<file path="config.mk">
export PLATFORM = sky130hd
export DESIGN_NAME = axi4_burst_slave_mem
export DESIGN_NICKNAME = d
export VERILOG_FILES = /design/src/rtl/axi4_burst_slave_mem.sv
export SDC_FILE = /design/constraint.sdc
export NUM_CORES = 2
export LEC_CHECK = 0
export CAP_MARGIN = 20
export CORE_ASPECT_RATIO = 1.75
export CORE_MARGIN = 2
export CORE_UTILIZATION = 35
export CTS_CLUSTER_SIZE = 25
export DETAILED_ROUTE_END_ITERATION = 8
export PLACE_DENSITY = 0.54
export REMOVE_ABC_BUFFERS = 1
export SLEW_MARGIN = 30
export SYNTH_ARGS = -nofsm -noshare
export SYNTH_HDL_FRONTEND = slang
export SYNTH_SLANG_ARGS = --single-unit
</file>
<file path="constraint.sdc">
create_clock -name ACLK -period 3.1 [get_ports ACLK]
set_input_delay 0.62 -clock ACLK [delete_from_list [all_inputs] [get_ports ACLK]]
set_output_delay 0.62 -clock ACLK [all_outputs]
set_load 0.01 [all_outputs]
</file>
<file path="src/rtl/axi4_burst_slave_mem.sv">
// AXI4 burst memory slave: independent write/read FSMs, one outstanding burst per direction.
// FIXED/INCR bursts of 32-bit words; WRAP, reserved bursts and non-word sizes answer SLVERR.
module axi4_burst_slave_mem #(
  parameter int unsigned C_S_AXI_ID_WIDTH   = 1,
  parameter int unsigned C_S_AXI_DATA_WIDTH = 32,
  parameter int unsigned C_S_AXI_ADDR_WIDTH = 8
) (
  input  logic                            ACLK,
  input  logic                            ARESET,
  // AW channel
  input  logic [C_S_AXI_ID_WIDTH-1:0]     AWID,
  input  logic [C_S_AXI_ADDR_WIDTH-1:0]   AWADDR,
  input  logic [7:0]                      AWLEN,
  input  logic [2:0]                      AWSIZE,
  input  logic [1:0]                      AWBURST,
  input  logic                            AWVALID,
  output logic                            AWREADY,
  // W channel
  input  logic [C_S_AXI_DATA_WIDTH-1:0]   WDATA,
  input  logic [C_S_AXI_DATA_WIDTH/8-1:0] WSTRB,
  input  logic                            WLAST,
  input  logic                            WVALID,
  output logic                            WREADY,
  // B channel
  output logic [C_S_AXI_ID_WIDTH-1:0]     BID,
  output logic [1:0]                      BRESP,
  output logic                            BVALID,
  input  logic                            BREADY,
  // AR channel
  input  logic [C_S_AXI_ID_WIDTH-1:0]     ARID,
  input  logic [C_S_AXI_ADDR_WIDTH-1:0]   ARADDR,
  input  logic [7:0]                      ARLEN,
  input  logic [2:0]                      ARSIZE,
  input  logic [1:0]                      ARBURST,
  input  logic                            ARVALID,
  output logic                            ARREADY,
  // R channel
  output logic [C_S_AXI_ID_WIDTH-1:0]     RID,
  output logic [C_S_AXI_DATA_WIDTH-1:0]   RDATA,
  output logic [1:0]                      RRESP,
  output logic                            RLAST,
  output logic                            RVALID,
  input  logic                            RREADY
);

  localparam int unsigned WordAw = C_S_AXI_ADDR_WIDTH - 2;
  localparam int unsigned Depth  = 1 << WordAw;
  localparam int unsigned StrbW  = C_S_AXI_DATA_WIDTH / 8;

  localparam logic [1:0] RespOkay   = 2'b00;
  localparam logic [1:0] RespSlvErr = 2'b10;
  localparam logic [1:0] BurstFixed = 2'b00;
  localparam logic [2:0] SizeWord   = 3'b010;

  typedef enum logic [1:0] {WrIdle, WrData, WrResp} wr_state_e;
  typedef enum logic       {RdIdle, RdData}         rd_state_e;

  logic [C_S_AXI_DATA_WIDTH-1:0] mem [Depth];

  // FIXED holds the word address; everything else that is legal steps and wraps modulo Depth.
  function automatic logic [WordAw-1:0] next_addr(input logic [WordAw-1:0] a,
                                                  input logic [1:0]        burst);
    return (burst == BurstFixed) ? a : a + WordAw'(1);
  endfunction

  function automatic logic bad_req(input logic [1:0] burst, input logic [2:0] size);
    return burst[1] || (size != SizeWord);
  endfunction

  // ---------------------------------------------------------------- write path
  wr_state_e                   wr_state_q;
  logic                        awready_q, wready_q, bvalid_q;
  logic [C_S_AXI_ID_WIDTH-1:0] bid_q;
  logic [1:0]                  bresp_q;
  logic [WordAw-1:0]           wr_addr_q;
  logic [7:0]                  wr_len_q, wr_beat_q;
  logic [1:0]                  wr_burst_q;
  logic                        wr_bad_q, wr_last_err_q;
  logic                        wr_fire, wr_is_last, wr_last_bad;

  assign wr_fire     = wready_q & WVALID;
  assign wr_is_last  = (wr_beat_q == wr_len_q);
  assign wr_last_bad = (WLAST != wr_is_last);

  always_ff @(posedge ACLK or posedge ARESET) begin
    if (ARESET) begin
      wr_state_q    <= WrIdle;
      awready_q     <= 1'b0;
      wready_q      <= 1'b0;
      bvalid_q      <= 1'b0;
      bid_q         <= '0;
      bresp_q       <= RespOkay;
      wr_addr_q     <= '0;
      wr_len_q      <= '0;
      wr_beat_q     <= '0;
      wr_burst_q    <= BurstFixed;
      wr_bad_q      <= 1'b0;
      wr_last_err_q <= 1'b0;
    end else begin
      unique case (wr_state_q)
        WrIdle: begin
          awready_q <= 1'b1;
          if (awready_q && AWVALID) begin
            awready_q     <= 1'b0;
            wready_q      <= 1'b1;
            bid_q         <= AWID;
            wr_addr_q     <= AWADDR[C_S_AXI_ADDR_WIDTH-1:2];
            wr_len_q      <= AWLEN;
            wr_burst_q    <= AWBURST;
            wr_beat_q     <= '0;
            wr_bad_q      <= bad_req(AWBURST, AWSIZE);
            wr_last_err_q <= 1'b0;
            wr_state_q    <= WrData;
          end
        end
        WrData: begin
          if (wr_fire) begin
            wr_beat_q <= wr_beat_q + 8'd1;
            wr_addr_q <= next_addr(wr_addr_q, wr_burst_q);
            if (wr_last_bad) wr_last_err_q <= 1'b1;
            // Burst length comes from AWLEN; a misplaced WLAST only poisons the response.
            if (wr_is_last) begin
              wready_q   <= 1'b0;
              bvalid_q   <= 1'b1;
              bresp_q    <= (wr_bad_q || wr_last_err_q || wr_last_bad) ? RespSlvErr : RespOkay;
              wr_state_q <= WrResp;
            end
          end
        end
        WrResp: begin
          if (BREADY) begin
            bvalid_q   <= 1'b0;
            awready_q  <= 1'b1;
            wr_state_q <= WrIdle;
          end
        end
        default: wr_state_q <= WrIdle;
      endcase
    end
  end

  // Storage is deliberately not reset so data survives an aborted burst.
  always_ff @(posedge ACLK) begin
    if (wr_fire && !wr_bad_q) begin
      for (int b = 0; b < StrbW; b++) begin
        if (WSTRB[b]) mem[wr_addr_q][8*b +: 8] <= WDATA[8*b +: 8];
      end
    end
  end

  // ---------------------------------------------------------------- read path
  rd_state_e                     rd_state_q;
  logic                          arready_q, rvalid_q, rlast_q;
  logic [C_S_AXI_ID_WIDTH-1:0]   rid_q;
  logic [C_S_AXI_DATA_WIDTH-1:0] rdata_q;
  logic [1:0]                    rresp_q;
  logic [WordAw-1:0]             rd_addr_q;
  logic [7:0]                    rd_len_q, rd_beat_q;
  logic [1:0]                    rd_burst_q;
  logic                          rd_bad_q;
  logic [WordAw-1:0]             ar_word;

  assign ar_word = ARADDR[C_S_AXI_ADDR_WIDTH-1:2];

  // rd_addr_q always points at the word to load for the beat after the one on RDATA.
  always_ff @(posedge ACLK or posedge ARESET) begin
    if (ARESET) begin
      rd_state_q <= RdIdle;
      arready_q  <= 1'b0;
      rvalid_q   <= 1'b0;
      rlast_q    <= 1'b0;
      rid_q      <= '0;
      rdata_q    <= '0;
      rresp_q    <= RespOkay;
      rd_addr_q  <= '0;
      rd_len_q   <= '0;
      rd_beat_q  <= '0;
      rd_burst_q <= BurstFixed;
      rd_bad_q   <= 1'b0;
    end else begin
      unique case (rd_state_q)
        RdIdle: begin
          arready_q <= 1'b1;
          if (arready_q && ARVALID) begin
            arready_q  <= 1'b0;
            rvalid_q   <= 1'b1;
            rid_q      <= ARID;
            rd_len_q   <= ARLEN;
            rd_burst_q <= ARBURST;
            rd_beat_q  <= '0;
            rd_bad_q   <= bad_req(ARBURST, ARSIZE);
            rdata_q    <= bad_req(ARBURST, ARSIZE) ? '0 : mem[ar_word];
            rresp_q    <= bad_req(ARBURST, ARSIZE) ? RespSlvErr : RespOkay;
            rlast_q    <= (ARLEN == 8'd0);
            rd_addr_q  <= next_addr(ar_word, ARBURST);
            rd_state_q <= RdData;
          end
        end
        RdData: begin
          if (RREADY) begin
            if (rlast_q) begin
              rvalid_q   <= 1'b0;
              rlast_q    <= 1'b0;
              arready_q  <= 1'b1;
              rd_state_q <= RdIdle;
            end else begin
              rd_beat_q <= rd_beat_q + 8'd1;
              rdata_q   <= rd_bad_q ? '0 : mem[rd_addr_q];
              rlast_q   <= ((rd_beat_q + 8'd1) == rd_len_q);
              rd_addr_q <= next_addr(rd_addr_q, rd_burst_q);
            end
          end
        end
        default: rd_state_q <= RdIdle;
      endcase
    end
  end

  logic unused_addr_lsbs;
  assign unused_addr_lsbs = ^{AWADDR[1:0], ARADDR[1:0]};

  assign AWREADY = awready_q;
  assign WREADY  = wready_q;
  assign BVALID  = bvalid_q;
  assign BID     = bid_q;
  assign BRESP   = bresp_q;
  assign ARREADY = arready_q;
  assign RVALID  = rvalid_q;
  assign RLAST   = rlast_q;
  assign RID     = rid_q;
  assign RDATA   = rdata_q;
  assign RRESP   = rresp_q;

endmodule

</file>
---- Word level (Yosys, flattened, before mapping) ----
Memory sizes are Yosys's and may differ from the RTL's.
Index checks and enable logic that the tools add are counted.
word-level totals
  register bits after elaboration ......... 98
  bits in writable memories ............... 2048
  input port bits ......................... 88
  output and inout bits ................... 44
  logic and storage cells ................. 154
  memories kept ........................... 1
memories
  name  words  width  rd ports  clocked after Yosys merged registers in  write ports  line  RTL
  mem   64     32     2         0                                        1            58    logic [C_S_AXI_DATA_WIDTH-1:0] mem [Depth];
cells by class
  $add $sub $neg .......................... 5
  equality and inequality tests ........... 18
  mux-type cells .......................... 73
  bitwise operators ....................... 2
  reductions and logical operators ........ 31
operator list
  operator                                                count
  two-way mux 32 bit                                      5
  one-hot mux 32 bit (2 select lines)                     1
  two-way mux 6 bit                                       8
  two-way mux 8 bit                                       5
  two-way mux 1 bit                                       35
  one-hot mux 8 bit (2 select lines)                      2
  one-hot mux 6 bit (2 select lines)                      2
  AND reduction 4 bit                                     6
  inequality test 2 bit (second input constant)           10
  adder 6 x 1 -> 6 bit (second input constant)            3
  adder 8 x 1 -> 8 bit (second input constant)            2
  equality test 8 bit                                     2
  one-hot mux 1 bit (2 select lines)                      8
  two-way mux 2 bit                                       6
  AND reduction 3 bit                                     4
  AND reduction 2 bit                                     5
  logical NOT 2 bit                                       4
  logical NOT 8 bit                                       1
  inequality test 3 x 2 -> 1 bit (second input constant)  2
  one-hot mux 2 bit (3 select lines)                      1
  nonzero test 2 bit                                      3
  logical OR 1 bit                                        4
  logical AND 1 bit                                       3
  equality test 2 x 1 -> 1 bit (second input constant)    1
  other kinds (6)                                         6

---- Logic depth before layout (Yosys ltp) ----
  word-level depth ........................ 5
  mapped depth ............................ 12
  gate-level depth less buffers ........... 7

---- Worst setup path before layout ----
Ideal clock, no wire load.
  path kind ............................... input to register
  start ................................... input port ARADDR[3]
  end ..................................... register rdata_q[13], in the netlist RDATA[13]
  library setup time ...................... 0.138 ns
  arrival time ............................ 2.574 ns
  required time ........................... 2.962 ns
  path slack .............................. 0.388 ns
  stages .................................. 8
  buffers on the path ..................... 4
  path through ............................ buf_2 > buf_2 > buf_2 > clkbuf_1 > mux4_2 > mux4_2 > a32oi_1 > nand4_1
on the way
  word-level cells in the longest chain between the ends .. 4
ends and longest elaborated chain
  item                                 line  RTL
  from (decl)                          31    input logic [C_S_AXI_ADDR_WIDTH-1:0] ARADDR,
  memory read (64 x 32 bit)            -
  two-way mux 32 bit                   192   rdata_q <= bad_req(ARBURST, ARSIZE) ? '0 : mem[ar_word];
  two-way mux 32 bit                   184   if (arready_q && ARVALID) begin
  one-hot mux 32 bit (2 select lines)  181   unique case (rd_state_q)
  to (signal assigned)                 192
  to (signal assigned)                 208   rdata_q <= rd_bad_q ? '0 : mem[rd_addr_q];
  to (decl)                            155   logic [C_S_AXI_DATA_WIDTH-1:0] rdata_q;
No other way between the ends. The select of a mux whose other input is x is not followed.
A chain may end at the register's enable or synchronous reset.

---- Final worst setup path ----
  start ................................... register rd_addr_q[4]
  end ..................................... register rdata_q[12], in the netlist RDATA[12]
on the way
  word-level cells in the longest chain between the ends .. 5
ends and longest elaborated chain
  item                                 line  RTL
  from (decl)                          157   logic [WordAw-1:0] rd_addr_q;
  from (signal assigned)               195   rd_addr_q <= next_addr(ar_word, ARBURST);
  from (signal assigned)               210   rd_addr_q <= next_addr(rd_addr_q, rd_burst_q);
  memory read (64 x 32 bit)            -
  two-way mux 32 bit                   208
  two-way mux 32 bit                   201   if (rlast_q) begin
  two-way mux 32 bit                   200   if (RREADY) begin
  one-hot mux 32 bit (2 select lines)  181
No other way between the ends. The select of a mux whose other input is x is not followed.

==> impl_metrics.ini <==
[sta]
final-setup-viol-count = 4
fin_crit_ns = 3.16
hold_viol_final = 0
relSlewSlack = 0.335
period_share = 1.02
worstMarginPinSlew_ns = 0.998
clock_skew_ns = 0.0667
fin_ws_ns = -0.0586
max_freq_mhz = 317
drv_slew = 0

[setup_path]
crit_path_max_fanout = 52
cp_top_family = compound AO/OA/AOI/OAI gates
slowest_delay_ns = 0.61
crit_chain = buf_12, nor3b_2, buf_4, a221oi_1, a311oi_1, a2111oi_1, a221o_1
cp.arrival_ns = 3.96
crit_buf_inv = 2
startpoint_type = flop
crit_path_top_delay_cell = dfrtp_4
required_ns = 3.90
path_class = flop to flop
worstSetupEndpointType = flop

[final_layout]
drive_gt1_frac = 0.379
multiInputGateArea_sq_mm = 0.0340
final_cell_area_sq_mm = 0.120
syn_to_final_growth_pct = 20.1
fin_nets = 6379
fill_cells = 25400
seqCellArea_sq_mm = 0.0639

[global_route]
antenna_found_initial = 30
gr-total-overflow = 0
grt_usage = 0.270
grt_pass1_vias = 64800
grt_pass1_wl_mm = 540
grt_max_degree = 65

[power]
cellLeakagePower_nw = 39.4
power_density_mw_per_mm2 = 745
peakVddDrop_uv = 621
p_total_w = 0.0895

[worst_hold_path]
holdCritPathClass = input port to flop

[synth]
ys_top_cells_by_count = edfxtp_1, mux4_2, nor2_1
yosysTopAreaCellShare = 0.614
postSynthAreaPerCell_sq_um = 18.6
synth_seq_cells = 2143
ys_types = 76
synth_edf_count = 2048
syn_area_sq_mm = 0.100
yosys.area.top_type = edfxtp_1
syn_inst = 5381
synth_warnings = 0
post-synth-top-count-cell = edfxtp_1
seq_area_frac_synth = 0.638
synthArstFlopShare = 0.0443
ys_top_cells_by_area = edfxtp_1, mux4_2, mux2i_1, dfrtp_1, nor2_1
synth_ff_type = edfxtp_1

[detailed_routing]
drc = 0
drtIter0Drc = 8142
num_vias = 63100
viasPerCell = 6.15
wl_per_cell_microns = 39.0
first_pass_iters = 7
ant_nets = 0
totalWireLength_mm = 400

[clock_tree]
cts_hold_buf = 0
cts_buffers = 210
clk_path_buf_depth = 4
cts_tree = yes
cts.clk_slew.worst_paths_ns = 0.07
htree_num_levels = 4
root_buffer = clkbuf_16
cts_sinks = 2143
clock_latency_ns = 0.93

[die]
io_pins = 132
die-area_sq_mm = 0.290
die_x_microns = 408
die_y_microns = 711
row_count = 259
start_util = 0.352
core_area_sq_mm = 0.285

[placement]
placed_area_sq_mm = 0.113
dp.final_hpwl_mm = 292
port_buffers = 125
gp_congestion = 0.975

[status]
violations = negative setup slack
outcome = finished, violations left

[flow_run]
max_cap_viol_count = 0
through the flow:
| step | hold slack, ns | utilization | cells | setup TNS, ns | setup WS (ns) |
|---|---|---|---|---|---|
| after floorplan | 0.469 | - | 4956 | -550.37 | -16.10 |
| after global placement | 0.487 | 0.397 | 9846 | -1.51 | -0.215 |
| after detailed placement | 0.497 | 0.397 | 9848 | -1.44 | -0.201 |
| after CTS | 0.0660 | 0.422 | 10200 | 0 | 0.00133 |
| after global routing | 0.102 | 0.422 | 10200 | -0.00800 | -0.00800 |
| final | 0.109 | 0.422 | 10300 | -0.107 | -0.0586 |
cells in the final DEF, fill, tap and decap left out, types with 25 or more instances in the layout:
cell             Yosys  layout
buf_2              147      26
edfxtp_1          2048    2048
clkbuf_16            0     214
nor2b_1             31      25
dfrtp_1             95      89
o22ai_1             71      71
mux2i_1            245     242
mux2_2              64      64
nand3_1             60      60
a221oi_1            32      32
a22oi_1            152     152
clkbuf_1           157      28
nor2_1             350     341
mux4_2             978     978
clkinv_1             2      43
a21oi_1             95      95
nand2_1            199     197
o21ai_0             82      80
bufinv_16            0      31
buf_4               57     854
clkinv_2             0      31
a211oi_1            51      51
nor3_1              35      33
clkdlybuf4s50_1      0      87
buf_12               0     142
power breakdown:
group / switching [W] / internal (W)
clock network: 0.0117 / 0.0152
logic: 0.0176 / 0.0119
registers: 0.000888 / 0.0322
total: 0.0302 / 0.0593
area by class of cell:
cell class / count / share of cell area
flip-flops and latches: 2143 / 0.532
multi-input cells: 2799 / 0.283
repair buffers: 1118 / 0.0869
clock buffers: 242 / 0.0453
well taps: 3784 / 0.0394
clock inverters: 138 / 0.0131
inverters: 14 / 0.000500
diodes: 17 / 0.000354
repair_timing:
action | 4_1_cts | 5_1_grt
cloned | 0 | 1
resized for setup | 5 | 9
setup buffers | 0 | 9
endpoints found under the setup margin | 4 | 12
final timing paths:
kind	startpoint	end	slack, ns	depth (start not counted)
hold reg to reg	rd_beat_q[7]	rd_beat_q[7]	0.51	2
setup / recovery	rd_addr_q[4]	RDATA[12]	-0.06	7
min in group asynchronous	ARESET	wr_bad_q	0.16	2
setup reg to reg	rd_addr_q[4]	RDATA[12]	-0.06	7
max in group asynchronous	ARESET	RID	2.12	3
hold / removal	WDATA[19]	mem[0][19]	0.11	1
metal layers:
metal	share of wire	vias up	global-route usage	routed length, microns
met3	0.075	1180	0.0492	29900
met5	0.00039	-	0	157
met4	0.093	24	0.211	37200
met1	0.33	33600	0.298	133000
met2	0.50	3638	0.461	200000
li1	-	24700	-	-
sequential cells by signal (all words and copies together) (netlist names), 2 cells and up:
signal      flops
mem          2048
RDATA          32
rd_beat_q       8
rd_len_q        8
wr_beat_q       8
wr_len_q        8
rd_addr_q       6
wr_addr_q       6
rd_burst_q      2
wr_burst_q      2
wr_state_q      2
logic make-up after synthesis:
group | after synthesis | share of synthesized area
flip-flops | 2143 | 0.638
multiplexers | 1287 | 0.252
AND/OR/NAND/NOR | 810 | 0.0364
AO/OA/AOI/OAI | 661 | 0.0462
buffers and inverters | 440 | 0.0238
XOR/XNOR | 34 | 0.00298
adder cells (fa/ha/maj) | 5 | 0.000625
other | 1 | 0.0000375
Note: power is estimated with default switching activity, not from simulation.
